## config.mk

```make
export PLATFORM = sky130hd
export DESIGN_NAME = inst_fetch
export DESIGN_NICKNAME = d
export VERILOG_FILES = /design/src/rtl/first_cpu_pkg.sv /design/src/rtl/fetch_perf_counter.sv /design/src/rtl/inst_fetch.sv
export SDC_FILE = /design/constraint.sdc
export NUM_CORES = 1
export LEC_CHECK = 0
export CAP_MARGIN = 25
export CORE_MARGIN = 2
export CORE_UTILIZATION = 34
export CTS_CLUSTER_DIAMETER = 150
export CTS_CLUSTER_SIZE = 24
export DETAILED_ROUTE_END_ITERATION = 6
export PLACE_DENSITY = 0.83
export SKIP_CTS_REPAIR_TIMING = 1
export SLEW_MARGIN = 20
export SYNTH_ARGS = -nofsm -noshare
export SYNTH_HDL_FRONTEND = slang
export SYNTH_SLANG_ARGS = --single-unit
```

## constraint.sdc

```tcl
create_clock -name clk -period 1.7 [get_ports clk]
set_input_delay 0.34 -clock clk [delete_from_list [all_inputs] [get_ports clk]]
set_output_delay 0.34 -clock clk [all_outputs]
set_load 0.005 [all_outputs]
```

## src/rtl/first_cpu_pkg.sv

```systemverilog
// Shared constants and types for the first_cpu pipeline: fetch, instruction
// memory and decoder all agree on these widths and on the reset PC.
package first_cpu_pkg;

  localparam int unsigned ADDR_W     = 3;
  localparam int unsigned INST_W     = 8;
  localparam int unsigned RESET_PC   = 0;
  localparam int unsigned MEM_DEPTH  = 2 ** ADDR_W;
  localparam int unsigned PERF_CNT_W = 16;

  typedef logic [ADDR_W-1:0]     addr_t;
  typedef logic [INST_W-1:0]     inst_t;
  typedef logic [PERF_CNT_W-1:0] perf_cnt_t;

  // Sequential successor of a fetch address; wraps at the top of memory.
  function automatic addr_t addr_next(input addr_t a);
    return a + addr_t'(1);
  endfunction

endpackage

```

## src/rtl/fetch_perf_counter.sv

```systemverilog
// Saturating event counter used for the retired-instruction statistic.
// Sticks at all-ones instead of wrapping so overflow is never misread.
module fetch_perf_counter #(
  parameter int unsigned WIDTH = 16
) (
  input  logic             i_clk,
  input  logic             i_rst,
  input  logic             i_inc,
  output logic [WIDTH-1:0] o_count
);

  logic [WIDTH-1:0] r_count;
  logic             w_sat;

  assign w_sat   = &r_count;
  assign o_count = r_count;

  // Count events with synchronous clear; hold once saturated.
  always_ff @(posedge i_clk) begin
    if (i_rst) begin
      r_count <= '0;
    end else if (i_inc && !w_sat) begin
      r_count <= r_count + WIDTH'(1);
    end
  end

endmodule

```

## src/rtl/inst_fetch.sv

```systemverilog
// Fetch stage: owns the PC, addresses the 1-cycle-latency instruction memory
// and hands {instruction, pc} to the decoder over valid/ready.
// Optional feature macro: FETCH_PERF_CNT_EN (retired-instruction counter).
// Without it retired_count is tied to zero and no counter flops exist.
module inst_fetch #(
  parameter int unsigned ADDR_W   = first_cpu_pkg::ADDR_W,
  parameter int unsigned INST_W   = first_cpu_pkg::INST_W,
  parameter int unsigned RESET_PC = first_cpu_pkg::RESET_PC
) (
  input  logic                                clk,
  input  logic                                rst,
  input  logic                                run,
  input  logic                                jump_en,
  input  logic [ADDR_W-1:0]                   jump_target,
  output logic [ADDR_W-1:0]                   mem_addr,
  input  logic [INST_W-1:0]                   mem_inst,
  output logic                                out_valid,
  input  logic                                out_ready,
  output logic [INST_W-1:0]                   out_inst,
  output logic [ADDR_W-1:0]                   out_pc,
  output logic [first_cpu_pkg::PERF_CNT_W-1:0] retired_count
);

  import first_cpu_pkg::*;

  logic [ADDR_W-1:0] r_pc;
  logic [ADDR_W-1:0] r_out_pc;
  logic              r_out_valid;
  logic              w_advance;
  logic              w_accept;

  // The presented slot can be replaced when it is empty or being taken.
  assign w_advance = out_ready | ~r_out_valid;
  assign w_accept  = r_out_valid & out_ready;

  // On a stall the memory re-reads the presented address, so mem_inst stays
  // stable without a skid buffer.
  assign mem_addr  = w_advance ? r_pc : r_out_pc;

  assign out_inst  = mem_inst;
  assign out_pc    = r_out_pc;
  assign out_valid = r_out_valid;

  // PC / presented-slot update: reset, then redirect, then advance.
  always_ff @(posedge clk) begin
    if (rst) begin
      r_pc        <= ADDR_W'(RESET_PC);
      r_out_pc    <= '0;
      r_out_valid <= 1'b0;
    end else if (jump_en) begin
      // The fetch already in flight is wrong-path; drop it.
      r_pc        <= jump_target;
      r_out_valid <= 1'b0;
    end else if (w_advance) begin
      if (run) begin
        r_out_pc    <= r_pc;
        r_out_valid <= 1'b1;
        r_pc        <= r_pc + ADDR_W'(1);
      end else begin
        r_out_valid <= 1'b0;
      end
    end
  end

`ifdef FETCH_PERF_CNT_EN
  fetch_perf_counter #(
    .WIDTH (PERF_CNT_W)
  ) u_perf_counter (
    .i_clk   (clk),
    .i_rst   (rst),
    .i_inc   (w_accept),
    .o_count (retired_count)
  );
`else
  logic w_unused_accept;
  assign w_unused_accept = w_accept;
  assign retired_count   = '0;
`endif

endmodule

```

==> results of run 1 <==
-- cells in the final DEF, fill, tap and decap left out, types with 3 or more instances in the layout --
cell type,count
a21oi_1,4
clkbuf_4,3
conb_1,16
dlymetal6s2s_1,4
dfxtp_1,6
clkdlybuf4s50_1,10
inv_1,4
o21ai_1,5
nand3_1,3
nand2_1,10
buf_4,5
-- sequential cells by signal, summed over array words and instances (netlist names) --
register and flops:
out_pc 3, r_pc 3, out_valid 1
-- through the flow --
| stage | instances | setup slack, ns | cell area (um2) | hold WS, ns |
|---|---|---|---|---|
| 2_1_floorplan | 89 | 0.587 | 638 | 0.409 |
| 3_3_place_gp | 95 | -0.282 | 613 | 0.487 |
| 3_5_place_dp | 95 | -0.281 | 613 | 0.495 |
| 4_1_cts | 99 | -0.296 | 639 | 0.503 |
| 5_1_grt | 101 | 0.0237 | 667 | 0.524 |
| 6_report | 101 | 0.0831 | 667 | 0.502 |
-- worst min path at each step --
| stage | startpoint | endpoint | slack, ns | cells past startpoint |
|---|---|---|---|---|
| after floorplan | rst | r_pc[2] | 0.41 | 1 |
| after global placement | out_pc[2] | out_pc[2] | 0.49 | 2 |
| final | out_pc[1] | out_pc[1] | 0.50 | 2 |
| after global routing | out_pc[1] | out_pc[1] | 0.52 | 2 |
| after CTS | out_pc[1] | out_pc[1] | 0.50 | 2 |
| after detailed placement | out_pc[1] | out_pc[1] | 0.50 | 2 |
-- routing by layer --
layer	GRT usage	share of wire
met1	0.109	0.41
met2	0.143	0.48
met3	0.0640	0.11
met4	0.0235	0
met5	0	0
-- cell type report --
class | count | area, um2
sequential | 7 | 141
fill | 159 | 892
multi-input combinational | 51 | 277
tap | 16 | 20.0
inverter | 4 | 15.0
clock buffer | 4 | 26.3
timing repair buffer | 19 | 188
-- power groups by stage --
stage	sequential, uW	combinational (uW)	clock [uW]
5_1_grt	185	99.3	167
4_1_cts	183	89.7	158
3_5_place_dp	186	89.4	0
2_1_floorplan	184	88.5	0
3_3_place_gp	186	87.7	0
6_report	183	89.2	151
-- logic make-up (layout without fill, tap and decap cells) --
group / after synthesis / count (layout) / synth area share
buffers and inverters: 31 / 27 / 0.383
other: 1 / 16 / 0.00645
flip-flops: 7 / 7 / 0.241
adder cells (fa/ha/maj): 1 / 1 / 0.0215
AO/OA/AOI/OAI: 14 / 14 / 0.157
AND/OR/NAND/NOR: 20 / 20 / 0.191
-- worst min-delay path: stages (launching register included) --
cell	delay (ns)
dfxtp_1	0.32
o21ai_1	0.07
a21oi_1	0.06
==> metrics, run 1 <==
RSZ-0062 raised after global routing=false; Switching Fraction=0.260; clk root buf=clkbuf_4; Synth Register Bits=7; Area contributors post-synth=buf_4 (32%), dfxtp_1 (24%), nand2_1 (6.5%), o21ai_1 (4.3%), a21oi_1 (3.4%); Hold WC Path Type=flop to flop; dpl hpwl=roughly 770 um; Worst setup endpoint=mem_addr[0]; Synth top area share=0.323; DR WL/cell=just over 9 um; CTS HTree Levels=1; drt via density=approximately 4.4; ANT nets after route=0; clk_skew=roughly 0.0051 ns; Stages on worst setup path=6; Clock Latency Late Sink=0.25 ns; Max Clk Rate=roughly 0.6 GHz; antenna violations before repair=0; Total Routed Length=roughly 940 um; clk buf depth=2; post-synthesis sequential area ratio=0.241; DRC errors left=0; Synth warnings=0; Die Span Y=approximately 45 um; CP max stage delay=around 0.33 ns; largest net degree at the start of global routing=10; CTS sink cnt=7; cell with the most instances after synthesis=buf_4; total power=around 420 uW; worst reg2reg endpoint=r_pc[2]; NetSw=110 uW; global-route wire length before repair=~1.4 mm; clock-pin slew on the worst setup and hold paths=roughly 0.050 ns; fraction of layout cells with a size suffix above 1=0.153; Syn-to-layout area delta=14.6%; Setup TNS=0 ns; total CTS buffers=3; Final Max Slew Viols=0; PwrDens=634 mW/mm2; Required @ worst endpoint=~1.4 ns; CP endpoint kind=output pin; DR pass1 iterations=4; final setup fails=0; core area=0.00156 mm2; Mapped Area=582 um2; outcome=finished clean; die area=~0.0021 mm2; Internal=313 uW; Logic pwr share=0.211; crit path from=out_valid; gpl congestion=0.779; Syn Area/Cell=between 7 and 8 um2; vias in the first global route=348; Lkg Pwr=about 0.00035 uW; Ports=47; cells on worst reg2reg path=6; Yosys top cell by area=buf_4; via count=448; CP startpoint kind=flop; worst vdd ir=roughly 0.36 mV; GRT Total Usage=0.0945; minimum clock period=about 1.6 ns; Starting Density=0.373; predominant post-synthesis flop cell=dfxtp_1; final core utilization=0.428; Die Wd=45.4 um; CP Cell Sequence=and2b_2 -> buf_4 -> buf_4 -> nand2_1 -> nand2_1 -> dlymetal6s2s_1; Worst Path Buf+Inv=3; Async SR Flop Fraction=0; setup slack, reg-to-reg=between 0.2 and 0.3 ns; EDFF count, synth=0; FP Rows=14; sequential share of power=0.432; Cell variety after synth=23; CTS tree=yes; family with the most delay on the worst path=buffers and inverters; # Max-Cap Violations=0; Crit Path Category=flop to output pin; crit-path max FO=3; Initial DRC Count=4; Mapped Cells=74; Layout Nets=103; n_diodes=0; Port Buffer Count=14; GRT overflow=0; RR Startpoint=out_valid; Worst Path Arrival=approximately 1.3 ns; Clk pwr share=0.357; Fin. Hold Viols=0; Post-synth top cells=buf_4 (25), nand2_1 (10), dfxtp_1 (7); slowest CP cell=dfxtp_2; fin crit share=0.951
(Power assumes the default switching activity.)
==> run 2, diff against run 1 <==
--- a/config.mk
+++ b/config.mk
@@ -5,6 +5,7 @@
 export SDC_FILE = /design/constraint.sdc
 export NUM_CORES = 1
 export LEC_CHECK = 0
+export ABC_AREA = 1
 export CAP_MARGIN = 25
 export CORE_MARGIN = 2
 export CORE_UTILIZATION = 34
==> metrics, run 2 <==
outcome=finished clean; FP Rows=15; placed cell count=roughly 110; fraction of layout cells with a size suffix above 1=0.206; Crit Path Category=flop to output pin; Clock Latency Late Sink=0.26 ns; Async SR Flop Fraction=0; Die Wd=45.6 um; DR WL/cell=around 8.5 um; Required @ worst endpoint=1.36 ns; Non-Filler Instances=114; clock-pin slew on the worst setup and hold paths=around 0.060 ns; hold path cells=2; Port Buffer Count=14; clk_skew=~0.0055 ns; drt via density=around 4.1; n_diodes=0; CTS tree=yes; CP startpoint kind=flop; core area=between 0.0015 and 0.002 mm2; dpl hpwl=roughly 750 um; PwrDens=approximately 640 mW/mm2; vias in the first global route=388; gpl congestion=roughly 0.77; cells on worst reg2reg path=8; Synth warnings=0; DRC errors left=0; register area=141 um2; worst slack at placement=-0.283 ns; Total Routed Length=roughly 1000 um; setup slack, reg-to-reg=between 0.5 and 0.6 ns; worst vdd ir=approximately 0.22 mV; Lkg Pwr=0.000400 uW; Layout Nets=~120; Yosys top cell by area=buf_4; GRT overflow=0; most frequent cells in the layout=nand2_1 (19), conb_1 (16), clkdlybuf4s50_1 (10), dfxtp_1 (6), buf_4 (5); Hold WC Path Type=flop to flop; Cell variety after synth=19; cell with the most instances after synthesis=buf_4; Multi-input gate area=293 um2; GRT Total Usage=0.108; fill count=between 150 and 200; Area contributors post-synth=buf_4 (31%), dfxtp_1 (24%), nand2_1 (12%), nor2_8 (3.4%), o21ai_1 (3.4%); fin crit share=0.875; Initial DRC Count=5; Post-synth top cells=buf_4 (24), nand2_1 (19), dfxtp_1 (7); RSZ-0062 raised after global routing=false; Fin. Hold Viols=0; Max Clk Rate=between 0.6 and 0.7 GHz; via count=between 400 and 500; Syn Area/Cell=7.10 um2; Mapped Cells=between 80 and 90; DR pass1 iterations=4; Syn-to-layout area delta=19.1%; Final Max Slew Viols=0; antenna violations before repair=0; clk root buf=clkbuf_4; Synth Register Bits=7; crit-path max FO=4; EDFF count, synth=0; Ports=47; die area=about 0.0021 mm2; dpl cell area=~650 um2; largest net degree at the start of global routing=7; Die Span Y=45.6 um; CTS sink cnt=7; CP endpoint kind=output pin; post-route cell area=between 700 and 800 um2; minimum clock period=around 1.5 ns; Starting Density=0.353; total CTS buffers=3; # Max-Cap Violations=0; Worst Path Arrival=1.15 ns; Mapped Area=just under 600 um2; predominant post-synthesis flop cell=dfxtp_1; Synth top area share=0.306; final setup fails=0; CTS HTree Levels=1; ANT nets after route=0; setup slack after layout=between 0.2 and 0.25 ns; most common cell after layout, fill and taps aside=nand2_1; clk buf depth=2; post-synthesis sequential area ratio=0.238; global-route wire length before repair=1.55 mm
[run 2: cell count changes after synthesis, sizes merged, moves of 2 or more]
cell | previous run | this run
nand2 | 10 | 23
nor2 | 1 | 6
inv | 4 | 8
buf | 27 | 24
nand2b | 2 | 0
[run 2: cells by family after synthesis]
family	count (synthesis)	synth area share
AOI/OAI and AO/OA	9	0.0807
buffers and inverters	32	0.361
adders and majority gates	1	0.0212
and+or+nand+nor	33	0.293
other	1	0.00636
DFF	7	0.238
[run 2: report_power, final]
group	internal, uW	switching [uW]
Combinational	55.8	51.8
Sequential	176	10.7
Clock	90.0	68.4
Total	321	131
[run 2: critical path, cell delays in order (launching register included)]
cell,delay [ns]
dfxtp_2,0.34
inv_1,0.06
nor2_4,0.13
buf_4,0.12
nand2_1,0.04
o21ai_1,0.06
dlymetal6s2s_1,0.13
[run 2: final cells by class]
class,instances,area share
Inverter,8,0.0463
Timing Repair Buffer,19,0.267
Sequential cell,7,0.201
Multi-Input combinational cell,59,0.417
Tap cell,17,0.0303
Clock buffer,4,0.0374
[run 2: worst paths after layout]
| check | startpoint | to |
|---|---|---|
| hold reg to reg | r_pc[2] | out_pc[2] |
| hold / removal | r_pc[2] | out_pc[2] |
| setup / recovery | out_valid | mem_addr[2] |
| setup reg to reg | out_valid | out_pc[0] |
[run 2: routing by layer]
metal,global-route usage,share of wire,vias up
met4,0.0941,0.032,0
met1,0.117,0.42,199
met2,0.163,0.45,21
met3,0.0397,0.089,5
li1,-,-,246
met5,0,0,-
[run 2: stage by stage]
stage               utilization  hold slack, ns  setup TNS, ns  total power [uW]
detailed placement        0.389           0.498         -0.791               297
global route              0.420           0.524              0               487
global placement          0.389           0.475         -0.763               294
floorplan                     -           0.409              0               284
CTS                       0.404           0.505         -0.799               459
finish                    0.420           0.496              0               452
